### src/rtl/pipe_stage_elastic.sv
// Elastic pipeline stage with a 2-entry skid buffer, registered in_ready, synchronous flush
// and automatic bubble insertion (ctrl forced to zero whenever an entry is invalid).
module pipe_stage_elastic #(
    parameter int unsigned DATA_W     = 32,
    parameter int unsigned CTRL_W     = 8,
    parameter int unsigned CLEAR_DATA = 0
) (
    input  logic              clk,
    input  logic              reset,
    input  logic              flush,
    input  logic              in_valid,
    output logic              in_ready,
    input  logic [CTRL_W-1:0] in_ctrl,
    input  logic [DATA_W-1:0] in_data,
    output logic              out_valid,
    input  logic              out_ready,
    output logic [CTRL_W-1:0] out_ctrl,
    output logic [DATA_W-1:0] out_data,
    output logic [1:0]        occupancy
);

    typedef enum logic [1:0] {
        StEmpty = 2'd0,
        StOne   = 2'd1,
        StFull  = 2'd2
    } state_e;

    localparam bit ClearData = (CLEAR_DATA != 0);

    state_e              state_q;
    logic                main_valid_q;
    logic [CTRL_W-1:0]   main_ctrl_q;
    logic [DATA_W-1:0]   main_data_q;
    logic                skid_valid_q;
    logic [CTRL_W-1:0]   skid_ctrl_q;
    logic [DATA_W-1:0]   skid_data_q;

    logic                acc;
    logic                ret;

    // A beat offered during flush is dropped, so flush masks the accept.
    assign acc = in_valid & in_ready & ~flush;
    assign ret = main_valid_q & out_ready;

    always_ff @(posedge clk or posedge reset) begin
        if (reset) begin
            state_q      <= StEmpty;
            main_valid_q <= 1'b0;
            main_ctrl_q  <= '0;
            main_data_q  <= '0;
            skid_valid_q <= 1'b0;
            skid_ctrl_q  <= '0;
            skid_data_q  <= '0;
        end else if (flush) begin
            state_q      <= StEmpty;
            main_valid_q <= 1'b0;
            main_ctrl_q  <= '0;
            skid_valid_q <= 1'b0;
            skid_ctrl_q  <= '0;
            if (ClearData) begin
                main_data_q <= '0;
                skid_data_q <= '0;
            end
        end else begin
            case (state_q)
                StEmpty: begin
                    if (acc) begin
                        state_q      <= StOne;
                        main_valid_q <= 1'b1;
                        main_ctrl_q  <= in_ctrl;
                        main_data_q  <= in_data;
                    end
                end
                StOne: begin
                    if (acc && ret) begin
                        main_ctrl_q <= in_ctrl;
                        main_data_q <= in_data;
                    end else if (acc) begin
                        // Downstream stalled: park the new beat, which drops in_ready next cycle.
                        state_q      <= StFull;
                        skid_valid_q <= 1'b1;
                        skid_ctrl_q  <= in_ctrl;
                        skid_data_q  <= in_data;
                    end else if (ret) begin
                        state_q      <= StEmpty;
                        main_valid_q <= 1'b0;
                        main_ctrl_q  <= '0;
                        if (ClearData) begin
                            main_data_q <= '0;
                        end
                    end
                end
                StFull: begin
                    if (ret) begin
                        state_q      <= StOne;
                        main_ctrl_q  <= skid_ctrl_q;
                        main_data_q  <= skid_data_q;
                        skid_valid_q <= 1'b0;
                        skid_ctrl_q  <= '0;
                        if (ClearData) begin
                            skid_data_q <= '0;
                        end
                    end
                end
                default: begin
                    state_q      <= StEmpty;
                    main_valid_q <= 1'b0;
                    main_ctrl_q  <= '0;
                    skid_valid_q <= 1'b0;
                    skid_ctrl_q  <= '0;
                end
            endcase
        end
    end

    assign in_ready  = ~skid_valid_q;
    assign out_valid = main_valid_q;
    assign out_ctrl  = main_ctrl_q;
    assign out_data  = main_data_q;
    assign occupancy = {1'b0, main_valid_q} + {1'b0, skid_valid_q};

    skid_implies_main: assert property (@(posedge clk) disable iff (reset)
        skid_valid_q |-> main_valid_q);

    bubble_ctrl_zero: assert property (@(posedge clk) disable iff (reset)
        !main_valid_q |-> (main_ctrl_q == '0));

endmodule

### config.mk
export PLATFORM = sky130hd
export DESIGN_NAME = pipe_stage_elastic
export DESIGN_NICKNAME = d
export VERILOG_FILES = /design/src/rtl/pipe_stage_elastic.sv
export SDC_FILE = /design/constraint.sdc
export NUM_CORES = 1
export LEC_CHECK = 0
export ABC_AREA = 1
export BUFFER_PORTS_ARGS = -buffer_cell sky130_fd_sc_hd__buf_2
export CAP_MARGIN = 20
export CORE_ASPECT_RATIO = 1.75
export CORE_MARGIN = 1.5
export CORE_UTILIZATION = 30
export DETAILED_ROUTE_END_ITERATION = 8
export HOLD_SLACK_MARGIN = 0.03
export PLACE_DENSITY = 0.54
export SLEW_MARGIN = 20
export SYNTH_ARGS = -nofsm -noshare
export SYNTH_HDL_FRONTEND = slang
export SYNTH_SLANG_ARGS = --single-unit
### constraint.sdc
create_clock -name clk -period 3.1 [get_ports clk]
set_clock_uncertainty 0.2 [all_clocks]
set_input_delay 0.155 -clock clk [delete_from_list [all_inputs] [get_ports clk]]
set_output_delay 0.155 -clock clk [all_outputs]
set_load 0.005 [all_outputs]
==> key figures <==
Routing
  • Routed WL: about 9000 um
  • Routed WL per cell: 11.7 um
  • Antenna viol nets, final: 0
  • Vias: 3,193
  • Iteration-0 DRC Markers: 135
  • Vias per cell: 4.27
  • Drt drc: 0
  • Drt pass-1 iters: 4

Place
  • # port buffers: between 80 and 90
  • Post-DP HPWL: 5960 um
  • Placer Congestion: 0.764

Yosys
  • Top FF cell, synth: dfrtp_1
  • Syn nets: 494
  • Post-synthesis instance area: 0.00383 mm2
  • Cells after Synth: 448
  • Top cell type by total area after synthesis: dfrtp_1
  • Post-synthesis register bit count: 84
  • Share of flip-flops with an asynchronous set or reset: 1.00
  • Synth top area share: 0.548
  • Post-synth EDFFs: 0
  • Cell with the most instances after synthesis: nand2_1
  • Most frequent cells after synthesis: nand2_1, dfrtp_1, o21ai_0
  • Yosys Warn Count: 0
  • Syn_area_per_cell: 8.56 um2
  • Dominant cells by area after synthesis: dfrtp_1, nand2_1, o21ai_0
  • Unique cell type count in the Yosys netlist: 24
  • Sequential cell area fraction in the yosys report: 0.548

Final layout
  • FF+latch area: 0.00210 mm2
  • Area Growth Syn to Fin: 33.6%
  • Area of the multi-input gates: ~0.0014 mm2
  • Nets@finish: 620
  • ANT cells: 0
  • Fillers: roughly 1,300
  • Util after Layout: 0.410
  • Layout cells sized above 1: 0.238

Timing
  • RSZ-0062 raised after global routing: no
  • Final number of setup-violating endpoints: 0
  • Fin. Hold Viols: 0
  • Final slew viol count: 0
  • F_max: 497 MHz
  • Setup_tns: 0 ns
  • Slew Limit Headroom: 0.488
  • Final period util: 0.649
  • Tmin final: ~2.0 ns
  • Slew @ Worst Pin: 0.765 ns

Setup path
  • Crit-path slowest cell: buf_4
  • Critical path, cell by cell: nor2_4, buf_4, nand2_1, o21ai_0, o21ai_1
  • Setup crit end kind: register
  • Worst setup path start: state_q[0]$_DFFE_PP0P_
  • FF-to-FF Start: state_q[0]$_DFFE_PP0P_
  • Critical Path RT: about 3.1 ns
  • Arrival @ worst endpoint: ~2.0 ns
  • Critical path class: reg2reg
  • Worst path max stage delay: around 0.50 ns
  • Top Family by Delay on Critical Path: simple AND/OR/NAND/NOR gates
  • Worst-path fanout max: 52
  • Crit path launch type: register
  • WP buf/inv: 1

Floorplan
  • Die Y: 153 um
  • Initial Util: 0.307
  • I/O Pins: 89
  • Core Area: 0.0125 mm2
  • Rows: 54
  • Die area: 0.0135 mm2
  • Die width: 88.5 um

Run
  • Max-cap violations: 0

Clock tree
  • Clock tree root driver cell: clkbuf_16
  • Setup Buffers After CTS: 0
  • Clock Latency Late Sink: 0.33 ns
  • H-tree Lvls: 3
  • Max Root-Sink Buffers: 2
  • Clock sinks: 84
  • CTS tree: built
  • Reg clk slew, reported paths: 0.07 ns
  • CTS buffer count: 9

GRT
  • Number of global-route vias before repair: 3,160
  • GR Overflow Total: 0
  • Largest net degree at the start of global routing: 65
  • First-pass GRT wire length: 14,900 um
  • Overall Global Routing Usage: 0.140
  • Initial antenna violation count: 0

Power and ir drop
  • Leak: around 2.6 nW
  • Cell area power density: 817 mW/mm2
  • Final Power: approximately 4.2 mW
  • Peak VDD IR: between 0.0003 and 0.0004 V

Worst hold path
  • Worst Hold Class: in2reg
  • Hold_sp: out_ready

Outcome
  • Run status: finished clean
what timing repair did:
action	CTS	global route
hold buffers	42	0
gates resized for setup	0	0
hold endpoints to repair	89	0
cells in the final DEF (no fill, tap or decap), types with 3 or more instances in the layout:
master | netlist | final
nand2_1 | 178 | 178
buf_2 | 3 | 88
dfrtp_1 | 84 | 84
dlygate4sd3_1 | 0 | 42
o21ai_0 | 39 | 39
inv_1 | 37 | 36
o21ai_1 | 34 | 34
o21a_1 | 13 | 13
o21ai_2 | 13 | 13
clkbuf_16 | 0 | 9
nor2_1 | 7 | 7
nand2_2 | 7 | 7
buf_4 | 3 | 5
inv_2 | 3 | 3
nand3_1 | 3 | 3
registers in the layout, indices dropped and copies added, names as in the netlist:
name / count
out_ctrl: 8
out_data: 32
out_valid: 1
skid_ctrl_q: 8
skid_data_q: 32
skid_valid_q: 1
state_q: 2
worst paths after layout:
path	to	slack [ns]	cells after the start
max reg2reg	out_data[27]$_DFFE_PP0P_	1.09	5
max in group asynchronous	skid_data_q[8]$_DFFE_PP0P_	1.76	4
max	out_data[27]$_DFFE_PP0P_	1.09	5
min in group asynchronous	out_ctrl[0]$_DFFE_PP0P_	0.13	3
min	state_q[0]$_DFFE_PP0P_	0.08	4
min reg2reg	skid_ctrl_q[7]$_DFFE_PP0P_	0.27	2
metal layers:
metal,GRT usage,part of all wire,vias to the layer above
met5,0,0,-
li1,-,-,1660
met1,0.172,0.44,1456
met4,0.0528,0.020,0
met2,0.236,0.51,68
met3,0.0314,0.031,9
layout make-up:
type	count	area share
Clock buffer	11	0.0493
Clock inverter	5	0.0164
Inverter	41	0.0308
Multi-Input combinational cell	303	0.277
Sequential cell	84	0.410
Tap cell	168	0.0410
Timing Repair Buffer	135	0.175
stage by stage:
stage / instance area (um2) / hold slack, ns / setup WS (ns) / instances
3_5_place_dp: 4370 / -0.0520 / 1.08 / 689
5_1_grt: 5120 / 0.0930 / 0.863 / 747
3_3_place_gp: 4370 / -0.0572 / 1.14 / 689
2_1_floorplan: 3830 / 0.0716 / 0.580 / 448
4_1_cts: 5120 / 0.0562 / 1.07 / 747
6_report: 5120 / 0.0791 / 1.09 / 747
report_power, final:
part | leakage [nW] | internal [mW] | switching (mW)
clock network | 0.158 | 0.751 | 0.428
logic | 1.38 | 0.535 | 0.686
registers | 1.06 | 1.55 | 0.233
total | 2.61 | 2.84 | 1.35
cells by family after synthesis:
kind of cell             count (synthesis)  share of synthesized area
flip-flops                              84                      0.548
adder cells (fa/ha/maj)                  1                    0.00326
AO/OA/AOI/OAI                          101                      0.154
AND/OR/NAND/NOR                        201                      0.213
buffers and inverters                   61                     0.0819
worst reg2reg max path, cell delays in order, from the launching register on:
cell     delay [ns]
dfrtp_1        0.45
nor2_4         0.42
buf_4          0.50
nand2_1        0.13
o21ai_0        0.09
o21ai_1        0.09
(Power assumes the default switching activity.)
